===== src/rtl/wrr_packet_scheduler.sv =====
// Weighted round-robin packet scheduler for one egress port. It arbitrates
// per packet among the ingress ports and passes the granted port's beats through.
module wrr_packet_scheduler #(
  parameter int N_PORTS        = 4,
  parameter int IDX_WIDTH      = $clog2(N_PORTS),
  parameter int WEIGHT_WIDTH   = 4,
  parameter int TIMEOUT_CYCLES = 64
) (
  input  logic                    clk,
  input  logic                    reset,
  input  logic [N_PORTS-1:0]      ingress_valid,
  input  logic [N_PORTS-1:0]      ingress_last,
  input  logic [IDX_WIDTH-1:0]    ingress_dst [N_PORTS],
  input  logic [WEIGHT_WIDTH-1:0] weight [N_PORTS],
  input  logic [IDX_WIDTH-1:0]    egress_port_id,
  input  logic                    egress_ready,
  output logic [IDX_WIDTH-1:0]    selected_ingress,
  output logic                    egress_valid,
  output logic                    egress_last,
  output logic [N_PORTS-1:0]      grant,
  output logic [N_PORTS-1:0]      ingress_ready,
  output logic                    abort
);

  localparam int STALL_W = (TIMEOUT_CYCLES > 0) ? $clog2(TIMEOUT_CYCLES + 1) : 1;
  localparam logic [STALL_W-1:0]   STALL_MAX   = {STALL_W{1'b1}};
  localparam logic [STALL_W-1:0]   STALL_LIMIT = STALL_W'(TIMEOUT_CYCLES);
  localparam logic [IDX_WIDTH-1:0] LAST_IDX    = IDX_WIDTH'(N_PORTS - 1);

  typedef enum logic [0:0] {
    ST_IDLE = 1'b0,
    ST_SEND = 1'b1
  } state_t;

  state_t                  state_r, state_s;
  logic [IDX_WIDTH-1:0]    rr_ptr_r, rr_ptr_s;
  logic [IDX_WIDTH-1:0]    select_r, select_s;
  logic [WEIGHT_WIDTH-1:0] credit_r, credit_s;
  logic [STALL_W-1:0]      stall_r, stall_s;
  logic [N_PORTS-1:0]      grant_r, grant_s;
  logic                    abort_r, abort_s;

  logic [N_PORTS-1:0]      elig_s;
  logic                    match_found_s;
  logic [IDX_WIDTH-1:0]    match_idx_s;
  logic                    sel_valid_s;
  logic                    sel_last_s;
  logic                    sel_eligible_s;
  logic                    pkt_done_s;
  logic [STALL_W-1:0]      stall_inc_s;

  function automatic logic [N_PORTS-1:0] idx_to_onehot(input logic [IDX_WIDTH-1:0] idx);
    logic [N_PORTS-1:0] oh;
    for (int i = 0; i < N_PORTS; i++) begin
      oh[i] = (IDX_WIDTH'(i) == idx);
    end
    return oh;
  endfunction

  // Ports are not a power of two in general, so wrap explicitly.
  function automatic logic [IDX_WIDTH-1:0] wrap_add(input logic [IDX_WIDTH-1:0] base,
                                                    input int offset);
    int sum;
    sum = int'(base) + offset;
    if (sum >= N_PORTS) begin
      sum = sum - N_PORTS;
    end else begin
      sum = sum;
    end
    return IDX_WIDTH'(sum);
  endfunction

  function automatic logic [IDX_WIDTH-1:0] next_idx(input logic [IDX_WIDTH-1:0] idx);
    return (idx == LAST_IDX) ? {IDX_WIDTH{1'b0}} : idx + IDX_WIDTH'(1);
  endfunction

  // A zero weight still earns one packet per turn.
  function automatic logic [WEIGHT_WIDTH-1:0] load_credit(input logic [WEIGHT_WIDTH-1:0] w);
    return (w == {WEIGHT_WIDTH{1'b0}}) ? WEIGHT_WIDTH'(1) : w;
  endfunction

  // Per-port eligibility: valid beat headed for the served egress port.
  always_comb begin
    elig_s = {N_PORTS{1'b0}};
    for (int p = 0; p < N_PORTS; p++) begin
      elig_s[p] = ingress_valid[p] && (ingress_dst[p] == egress_port_id);
    end
  end

  // Round-robin search starting at rr_ptr; first eligible port wins.
  always_comb begin
    match_found_s = 1'b0;
    match_idx_s   = {IDX_WIDTH{1'b0}};
    for (int i = 0; i < N_PORTS; i++) begin
      if (!match_found_s && elig_s[wrap_add(rr_ptr_r, i)]) begin
        match_found_s = 1'b1;
        match_idx_s   = wrap_add(rr_ptr_r, i);
      end else begin
        match_found_s = match_found_s;
      end
    end
  end

  assign sel_valid_s    = ingress_valid[select_r];
  assign sel_last_s     = ingress_last[select_r];
  assign sel_eligible_s = elig_s[select_r];
  assign pkt_done_s     = (state_r == ST_SEND) && sel_valid_s && egress_ready && sel_last_s;
  assign stall_inc_s    = (stall_r == STALL_MAX) ? stall_r : stall_r + STALL_W'(1);

  // Egress pass-through of the selected port while sending.
  always_comb begin
    egress_valid  = 1'b0;
    egress_last   = 1'b0;
    ingress_ready = {N_PORTS{1'b0}};
    if (state_r == ST_SEND) begin
      egress_valid  = sel_valid_s;
      egress_last   = sel_last_s;
      ingress_ready = idx_to_onehot(select_r) & {N_PORTS{egress_ready}};
    end else begin
      egress_valid  = 1'b0;
      egress_last   = 1'b0;
      ingress_ready = {N_PORTS{1'b0}};
    end
  end

  // Next-state: arbitration, credit accounting and stall timeout.
  always_comb begin
    state_s  = state_r;
    rr_ptr_s = rr_ptr_r;
    select_s = select_r;
    credit_s = credit_r;
    stall_s  = {STALL_W{1'b0}};
    grant_s  = grant_r;
    abort_s  = 1'b0;
    case (state_r)
      ST_IDLE: begin
        if (match_found_s) begin
          state_s  = ST_SEND;
          select_s = match_idx_s;
          credit_s = load_credit(weight[match_idx_s]);
          grant_s  = idx_to_onehot(match_idx_s);
        end else begin
          grant_s = {N_PORTS{1'b0}};
        end
      end
      ST_SEND: begin
        if (pkt_done_s) begin
          credit_s = credit_r - WEIGHT_WIDTH'(1);
          // Keep the turn only while credit remains and the next packet is already waiting.
          if ((credit_r > WEIGHT_WIDTH'(1)) && sel_eligible_s) begin
            grant_s = grant_r;
          end else begin
            state_s  = ST_IDLE;
            rr_ptr_s = next_idx(select_r);
            grant_s  = {N_PORTS{1'b0}};
          end
        end else if (!sel_valid_s) begin
          stall_s = stall_inc_s;
          if ((TIMEOUT_CYCLES != 0) && (stall_inc_s == STALL_LIMIT)) begin
            abort_s  = 1'b1;
            state_s  = ST_IDLE;
            rr_ptr_s = next_idx(select_r);
            grant_s  = {N_PORTS{1'b0}};
            stall_s  = {STALL_W{1'b0}};
          end else begin
            abort_s = 1'b0;
          end
        end else begin
          stall_s = {STALL_W{1'b0}};
        end
      end
      default: begin
        state_s = ST_IDLE;
        grant_s = {N_PORTS{1'b0}};
      end
    endcase
  end

  // State registers.
  always_ff @(posedge clk or posedge reset) begin
    if (reset) begin
      state_r  <= ST_IDLE;
      rr_ptr_r <= {IDX_WIDTH{1'b0}};
      select_r <= {IDX_WIDTH{1'b0}};
      credit_r <= {WEIGHT_WIDTH{1'b0}};
      stall_r  <= {STALL_W{1'b0}};
      grant_r  <= {N_PORTS{1'b0}};
      abort_r  <= 1'b0;
    end else begin
      state_r  <= state_s;
      rr_ptr_r <= rr_ptr_s;
      select_r <= select_s;
      credit_r <= credit_s;
      stall_r  <= stall_s;
      grant_r  <= grant_s;
      abort_r  <= abort_s;
    end
  end

  assign selected_ingress = select_r;
  assign grant            = grant_r;
  assign abort            = abort_r;

endmodule


===== config.mk =====
export PLATFORM = sky130hd
export DESIGN_NAME = wrr_packet_scheduler
export DESIGN_NICKNAME = d
export VERILOG_FILES = /design/src/rtl/wrr_packet_scheduler.sv
export SDC_FILE = /design/constraint.sdc
export NUM_CORES = 1
export LEC_CHECK = 0
export BUFFER_PORTS_ARGS = -buffer_cell sky130_fd_sc_hd__buf_2
export CAP_MARGIN = 5
export CORE_AREA = 2 2 61 63
export DETAILED_ROUTE_END_ITERATION = 16
export DIE_AREA = 0 0 63 65
export HOLD_SLACK_MARGIN = 0.02
export MAX_ROUTING_LAYER = met4
export PLACE_DENSITY = 0.8
export SLEW_MARGIN = 10
export SYNTH_ARGS = -nofsm -noshare
export SYNTH_HDL_FRONTEND = slang
export SYNTH_SLANG_ARGS = --single-unit

===== constraint.sdc =====
create_clock -name clk -period 3.14 [get_ports clk]
set_input_delay 0.157 -clock clk [delete_from_list [all_inputs] [get_ports clk]]
set_output_delay 0.157 -clock clk [all_outputs]
set_load 0.01 [all_outputs]

==> results of run 1 <==
power by group through the flow:
stage / Combinational (uW) / Clock, uW / Sequential (uW)
finish: 694 / 127 / 488
global route: 782 / 143 / 509
detailed placement: 691 / 0 / 492
CTS: 698 / 130 / 486
floorplan: 534 / 0 / 454
global placement: 680 / 0 / 489
worst paths after layout:
path / from / end / depth (start not counted)
max: stall_r[0] / rr_ptr_r[1] / 8
min: weight[15] / credit_r[0] / 4
max reg2reg: stall_r[0] / rr_ptr_r[1] / 8
min reg2reg: grant[0] / grant[0] / 1
max in group asynchronous: reset / stall_r[6] / 3
min in group asynchronous: reset / rr_ptr_r[1] / 3
logic make-up (layout without fill, tap and decap cells):
kind of cell | count (synthesis) | after routing | synth area share [%]
muxes | 8 | 8 | 7.92
and+or+nand+nor | 67 | 67 | 22.1
buffers and inverters | 18 | 68 | 4.93
adders and majority gates | 7 | 7 | 5.23
DFF | 21 | 21 | 31.4
AOI/OAI and AO/OA | 42 | 42 | 21.3
xor gates and xnor gates | 12 | 12 | 7.17
cell usage in the layout, fill, tap and decap left out, types with 6 or more instances in the layout:
cell / n
buf_2: 49
dfrtp_1: 21
nor2_1: 16
nand2_1: 14
inv_1: 13
a211oi_1: 10
xnor2_1: 8
ha_1: 7
and3_1: 6
nand3_1: 6
a21oi_1: 6
cell usage after synthesis (all sizes together) (3+ instances only):
cell | number | area share, %
dfrtp | 21 | 31
nor2 | 17 | 4.0
nand2 | 14 | 3.1
inv | 13 | 2.9
a211oi | 10 | 4.5
xnor2 | 10 | 6.1
and3 | 8 | 3.6
nand3 | 8 | 3.0
ha | 7 | 5.2
a21oi | 6 | 1.8
nor3 | 6 | 2.1
mux4 | 4 | 5.4
nand4 | 4 | 1.9
o2bb2ai | 4 | 2.1
a31oi | 3 | 1.1
and2 | 3 | 1.1
clkbuf | 3 | 0.67
o21ai | 3 | 0.90
critical path, delay by kind of cell, from the launching register on:
family | cells | cell delay, ns
adders and majority gates | 1 | 0.23
and+or+nand+nor | 4 | 0.92
AOI/OAI and AO/OA | 1 | 0.19
muxes | 2 | 0.59
DFF | 1 | 0.45
registers in the layout (all words and copies together), names as in the netlist:
signal	count
grant	4
rr_ptr_r	2
selected_ingress	2
abort	1
credit_r	4
stall_r	7
state_r	1
layout make-up:
cell class                 instances  area [um^2]  area share (%)
multi-input combinational        136         1070            53.6
tap                               48         60.1            3.02
inverter                          13         48.8            2.45
sequential                        21          526            26.4
clock buffer                       3         22.5            1.13
clock inverter                     1         5.00           0.251
timing repair buffer              51          263            13.2
per-stage QoR:
step | utilization, % | total power [uW] | cells | setup slack (ns)
detailed placement | 55.9 | 1180 | 268 | 0.688
finish | 57.0 | 1310 | 273 | 0.655
global route | 57.0 | 1430 | 273 | 0.458
global placement | 55.9 | 1170 | 268 | 0.801
floorplan | - | 988 | 175 | 0.922
CTS | 57.0 | 1310 | 273 | 0.670
metal layers:
metal,part of all wire [%],vias to the layer above,global-route usage [%]
li1,-,756,-
met1,44,711,23.4
met2,50,47,35.8
met3,5.2,5,2.60
met4,0.39,0,0.833
met5,0,-,-
==> results.md, run 1 <==
* Initial drt markers at 69
* Outcome: completed
* CTS root buf: clkbuf_4
* Clk_lat worst skew at 0.30 ns
* Critical Path Source Type: flip-flop
* Actual slew at the worst max-slew pin at between 0.7 and 0.8 ns
* Mapped Nets at roughly 220
* # Post-CTS Setup Buffers at 0
* Crit path max fanout at 7
* Sequential element share of the synthesized area at 31.4%
* Layout cells sized above 1 at between 30% and 40%
* Die ar. at between 4000 and 5000 um^2
* Hold-fix buffers, CTS at 1
* Worst slew margin at 49.6%
* GPL Wtd Cong at 0.822
* Clock tree buffer depth at 2
* Die height at 65 um
* Setup TNS at 0 ns
* Core area at 3500 um^2
* Vias in the first global route at 1466
* First-pass GRT wire length at 6.31 mm
* Distinct cells, synth at 50
* Post-synth EDFFs at 0
* Avg Cell Area, Syn at 9.57 um^2
* Crit path time final at 2.49 ns
* Final Skew at ~0.0059 ns
* Final Instance Area at 1990 um^2
* Layout area overhead at 18.9%
* Unrepaired setup endpoints after global routing: no
* H-tree level count at 1
* Max IR drop VDD at 0.388 mV
* Final wirelength at 3.59 mm
* Antenna-violating nets left at 0
* R2r setup slk at 0.65 ns
* Row count at 22
* Leakage power at 0.000939 uW
* Post-DP HPWL at roughly 2.9 mm
* Final Cycle Share at 79.2%
* Switching power at just under 600 uW
* Worst Setup Path Type: reg -> reg
* CP endpoint kind: flip-flop
* Seq pwr share at 37.3%
* Main synth FF type: dfrtp_1
* Fmax at 402 MHz
* Synth async-reset ratio at 100%
* CP peak stage delay at 0.45 ns
* Max-slew violations at 0
* Fill cell count at 315
* Cell Chain, Critical Path: ha_1 -> and3_1 -> nand4_2 -> mux2i_1 -> nand4_1 -> o21ai_1 -> nor3b_2 -> mux2_1
* Cts bufs inserted at 3
* Combinational Power Share at between 50 and 60%
* Input/output buffers at 49
* HP Class: in -> reg
* MaxCap Viol Count at 0
* P_int at 722 uW
* Largest net degree at the start of global routing at 22
* Avg Vias per Cell at 5.56
* Sw frac at 44.9%
* Initial antenna violation count at 0
* Final net count at 270
* Worst-case hold slack at approximately 0.24 ns
* DR pass1 iterations at 4
* PwrDens at approximately 660 nW/um^2
* Post-Syn Area at 1680 um^2
* Post-CTS Resized at 0
* Synth Instances at 175
* Slowest CP cell: dfrtp_1
* Power share of the clock group at 9.7%
* Initial Utilization at 47.9%
* Syn. warnings at 0
* Worst Path Required at 3.34 ns
* Placed Area at a little under 2000 um^2
* Die X-Extent at 63 um
* Setup violations, final at 0
* Gr usage total at 19.2%
* Clock sink total at 21
* Clk pin slew, worst setup/hold paths at approximately 0.11 ns
* WL per Instance at 13.1 um
* GRT Residual Overflow at 0
* Final hold violations at 0
* CTS tree: yes
* DR vias at 1519
* IO Pins at 50
* Arrival time at the worst endpoint at 2.69 ns
* Diodes inserted at 0
* Synth Register Bits at 21
* Residual DRC at 0
No activity file was read; power rests on OpenSTA's default activity.
==> run 2: changes to the inputs <==
==> constraint.sdc (replaced) <==
create_clock -name clk -period 2.53 [get_ports clk]
set_input_delay 0.1265 -clock clk [delete_from_list [all_inputs] [get_ports clk]]
set_output_delay 0.1265 -clock clk [all_outputs]
set_load 0.01 [all_outputs]
==> run 2 against run 1 <==
Effect of this change: first-iteration DRC count shrank 12%; clock skew is 0.0014 ns higher; global-route usage rose by 0.66 points; core utilization up 2.7 points; clock-buffer cell count stayed put; wire length increased by 8.0%.
==> results.md, run 2 (synthesized netlist as in run 1, its figures left out) <==
* Antenna-violating nets left at 0
* Clk_lat worst skew at 0.30 ns
* Multi-input logic area at 1100 um^2
* Vias in the first global route at 1485
* IO Pins at 50
* Die ar. at 4100 um^2
* Max IR drop VDD at 0.529 mV
* Hold depth at 4
* Layout area overhead at 24.5%
* Total power at 1710 uW
* Clock tree buffer depth at 2
* Arrival time at the worst endpoint at roughly 2.6 ns
* Largest net degree at the start of global routing at 22
* Final Skew at 0.00727 ns
* Cts bufs inserted at 3
* Leading cell type in the layout, fill and taps excluded: buf_2
* Fin cells at 281
* Fmax at 416 MHz
* PwrDens at around 800 nW/um^2
* CP endpoint kind: flip-flop
* Avg Vias per Cell at 5.49
* Worst Setup Path Type: reg -> reg
* Input/output buffers at 49
* Post-DP HPWL at 3.07 mm
* Residual DRC at 0
* Critical Path Source Type: flip-flop
* Final wirelength at 3.87 mm
* CTS root buf: clkbuf_4
* Leakage power at 0.000980 uW
* Setup violations, final at 0
* Initial antenna violation count at 0
* Row count at 22
* CTS tree: yes
* Die X-Extent at 63 um
* Final net count at 278
* DR pass1 iterations at 4
* DR vias at 1544
* First-pass GRT wire length at approximately 6.5 mm
* Fill cell count at about 330
* DP Cell Count at 271
* Final hold violations at 0
* Actual slew at the worst max-slew pin at 0.751 ns
* Crit path time final at roughly 2.4 ns
* R2R cell count at 8
* GPL Wtd Cong at 0.841
* Storage cell area at 527 um^2
* Die height at 65 um
* Clock sink total at 21
* Worst slew margin at 49.9%
* MaxCap Viol Count at 0
* Diodes inserted at 0
* GRT Residual Overflow at 0
* Initial Utilization at 47.9%
* Number of flip-flops under the largest register name at 7
* Top reg by flops: stall_r
* Max-slew violations at 0
* Gr usage total at 19.9%
* Clk pin slew, worst setup/hold paths at between 0.1 and 0.15 ns
* H-tree level count at 1
* Setup TNS at 0 ns
* Initial drt markers at 61
* Core area at 3500 um^2
* Crit path max fanout at 5
* Worst Path Required at 2.72 ns
* Final Cycle Share at about 95%
* HP Class: in -> reg
* Outcome: completed
* Layout cells sized above 1 at between 30% and 40%
* Most frequent cells in the layout: buf_2 (49), dfrtp_1 (20), nor2_1 (16)
* WL per Instance at 13.8 um
## run 2: through the flow
step                      hold slack (ns)  worst slack, ns  util, %  instance area (um^2)
after global placement              0.303            0.188     56.5                  1980
after CTS                           0.220           0.0454     57.6                  2010
after detailed placement            0.307           0.0676     56.5                  1980
after global routing                0.240          -0.0359     59.7                  2090
after floorplan                     0.103            0.312        -                  1680
final                               0.224            0.127     59.7                  2090
## run 2: final cells by class
type,instances,area share (%)
Clock buffer,3,1.08
Clock inverter,1,0.240
Inverter,13,2.34
Multi-Input combinational cell,136,52.7
Sequential cell,21,25.3
Tap cell,48,2.88
Timing Repair Buffer,59,15.5
## run 2: power by group
part	switching (uW)	internal [uW]
Sequential	137	442
Clock	101	58.9
Combinational	523	449
Total	761	949
## run 2: worst paths after layout
check | from | end | slack, ns
worst max register to register | stall_r[0] | rr_ptr_r[0] | 0.13
min in group asynchronous | reset | stall_r[5] | 0.48
worst min-delay path | weight[15] | credit_r[0] | 0.22
worst min register to register | grant[3] | grant[3] | 0.51
max in group asynchronous | reset | stall_r[0] | 1.53
worst max-delay path | stall_r[0] | rr_ptr_r[0] | 0.13
## run 2: per-layer routing
layer  up-vias  part of all wire (%)  track usage [%]
met5         -                     0                -
met1       744                    45             24.6
met4         0                  0.80             4.72
met3         4                   2.8             2.43
met2        32                    51             34.8
li1        764                     -                -
## run 2: timing repair
item | CTS | global route
hold endpoints to repair | 21 | 0
gates resized for setup | 0 | 8
buffers inserted | 0 | 5
hold buffers | 1 | 0
endpoints found under the setup margin | 0 | 2
## run 2: critical path, cell delays in order, from the launching register on
cell	delay, ns
dfrtp_2	0.42
ha_2	0.21
and3_4	0.21
a31oi_1	0.13
nor4b_2	0.28
nand4_1	0.22
o21ai_2	0.23
nor3b_4	0.25
mux2_1	0.34
==> run 3: changes to the inputs <==
--- a/config.mk
+++ b/config.mk
@@ -5,14 +5,14 @@
 export SDC_FILE = /design/constraint.sdc
 export NUM_CORES = 1
 export LEC_CHECK = 0
-export BUFFER_PORTS_ARGS = -buffer_cell sky130_fd_sc_hd__buf_2
 export CAP_MARGIN = 5
 export CORE_AREA = 2 2 61 63
 export DETAILED_ROUTE_END_ITERATION = 16
 export DIE_AREA = 0 0 63 65
+export DONT_BUFFER_PORTS = 1
 export HOLD_SLACK_MARGIN = 0.02
 export MAX_ROUTING_LAYER = met4
-export PLACE_DENSITY = 0.8
+export PLACE_DENSITY = 0.68
 export SLEW_MARGIN = 10
 export SYNTH_ARGS = -nofsm -noshare
 export SYNTH_HDL_FRONTEND = slang
==> constraint.sdc (replaced) <==
create_clock -name clk -period 3.1 [get_ports clk]
set_input_delay 0.155 -clock clk [delete_from_list [all_inputs] [get_ports clk]]
set_output_delay 0.155 -clock clk [all_outputs]
set_load 0.01 [all_outputs]
==> run 3 against run 2 <==
Effect of this change: wire length down 3.6%; combinational power shrank 36%; via count fell by 11%; clock-buffer cell count up 1; sequential share of layout area is 5.0 points higher; power shrank 26%; non-clock buffer count down 58; critical path type unchanged; flip-flop and latch count stayed put; global-route usage is 0.12 points lower; largest cell class unchanged.
==> results.md, run 3 (synthesized netlist as in run 1, its figures left out) <==
* Initial Utilization at 47.9%
* RR Endpoint: rr_ptr_r[1]
* First-pass GRT wire length at 6.35 mm
* Total power at 1260 uW
* Die height at around 65 um
* Worst Path Required at 3.29 ns
* Avg Vias per Cell at 6.13
* Gr usage total at 19.8%
* Final Cycle Share at 82.0%
* Core area at 3500 um^2
* CP endpoint kind: flip-flop
* Leakage power at between 0.0007 and 0.0008 uW
* Setup TNS at 0 ns
* Max-slew violations at 0
* Residual DRC at 0
* Cts bufs inserted at 3
* Vias in the first global route at ~1400
* Hold depth at 3
* Final hold violations at 0
* IO Pins at 50
* Max IR drop VDD at 0.251 mV
* Post-DP HPWL at 3.09 mm
* Clock tree buffer depth at 2
* DR pass1 iterations at 4
* Actual slew at the worst max-slew pin at 0.774 ns
* Diodes inserted at 0
* GPL Wtd Cong at roughly 0.84
* Die ar. at 4100 um^2
* Clk pin slew, worst setup/hold paths at 0.11 ns
* Clk_lat worst skew at 0.30 ns
* HP Class: in -> reg
* Most frequent cells in the layout: dfrtp_1 (21), nor2_1 (16), nand2_1 (14)
* Hold path start: weight[15]
* Number of flip-flops under the largest register name at 7
* CTS root buf: clkbuf_4
* Worst Setup Path Type: reg -> reg
* Initial antenna violation count at 0
* Die X-Extent at 63 um
* Antenna-violating nets left at 0
* Post-CTS Resized at 0
* MaxCap Viol Count at 0
* Crit path max fanout at 6
* Final Util at 49.7%
* Layout area overhead at 3.73%
* Worst r2r src: stall_r[0]
* Initial drt markers at 71
* Final wirelength at 3.73 mm
* Outcome: completed
* PwrDens at slightly above 700 nW/um^2
* Crit path time final at around 2.5 ns
* Arrival time at the worst endpoint at about 2.7 ns
* Input/output buffers at 0
* R2r setup slk at 0.56 ns
* R2R cell count at 8
* H-tree level count at 1
* CTS tree: yes
* Worst slew margin at 48.3%
* GRT Residual Overflow at 0
* Top reg by flops: stall_r
* WL per Instance at about 17 um
* Setup violations, final at 0
* Leading cell type in the layout, fill and taps excluded: dfrtp_1
* Unrepaired setup endpoints after global routing: no
* Row count at 22
* Critical Path Source Type: flip-flop
* Final net count at 220
* Clock sink total at 21
* Worst hold endpoint: credit_r[0]
* Layout cells sized above 1 at ~13%
* DR vias at between 1000 and 1500
* Final Skew at 0.00457 ns
* Largest net degree at the start of global routing at 22
* Fmax at 393 MHz
run 3: worst max-delay path, cell delays in order, from the launching register on:
cell and delay [ns]:
dfrtp_1 0.47, ha_1 0.25, and3_1 0.25, a31oi_1 0.13, nor4b_1 0.34, nand4_1 0.20
o21ai_1 0.18, nor3b_2 0.27, mux2_1 0.34
run 3: worst max path at each step:
stage / slack, ns / endpoint / cells past startpoint / startpoint
6_report: 0.56 / rr_ptr_r[1] / 8 / stall_r[0]
3_3_place_gp: 0.76 / rr_ptr_r[0] / 8 / stall_r[0]
3_5_place_dp: 0.60 / rr_ptr_r[0] / 8 / stall_r[0]
5_1_grt: 0.40 / rr_ptr_r[1] / 8 / stall_r[0]
4_1_cts: 0.57 / rr_ptr_r[0] / 8 / stall_r[0]
2_1_floorplan: 0.88 / rr_ptr_r[0] / 8 / stall_r[0]
run 3: power by group:
group	switching (uW)	internal [uW]
clock	78.4	50.1
sequential	154	359
combinational	349	270
total	582	679
run 3: through the flow:
step / hold WS, ns / instances / cell area (um^2) / setup WS, ns
final: 0.145 / 223 / 1740 / 0.558
after global routing: 0.159 / 223 / 1740 / 0.397
after CTS: 0.147 / 223 / 1740 / 0.570
after detailed placement: 0.227 / 218 / 1700 / 0.596
after global placement: 0.225 / 218 / 1700 / 0.759
after floorplan: 0.132 / 175 / 1680 / 0.882
run 3: layout make-up:
class | instances | area (um^2)
multi-input cells | 136 | 1070
repair buffers | 1 | 10.0
fillers | 337 | 1760
clock buffers | 4 | 26.3
inverters | 13 | 48.8
flip-flops and latches | 21 | 526
well taps | 48 | 60.1
run 3: what timing repair did:
item | 4_1_cts | 5_1_grt
hold endpoints to repair | 21 | 0
buffers inserted | 0 | 0
hold buffers | 1 | 0
run 3: layer usage:
| layer | up-vias | routed length (um) | global-route usage [%] |
|---|---|---|---|
| li1 | 651 | - | - |
| met1 | 671 | 1620 | 24.0 |
| met2 | 45 | 1930 | 35.2 |
| met3 | 0 | 190 | 1.56 |
| met4 | 0 | 0 | 5.83 |
| met5 | - | 0 | - |
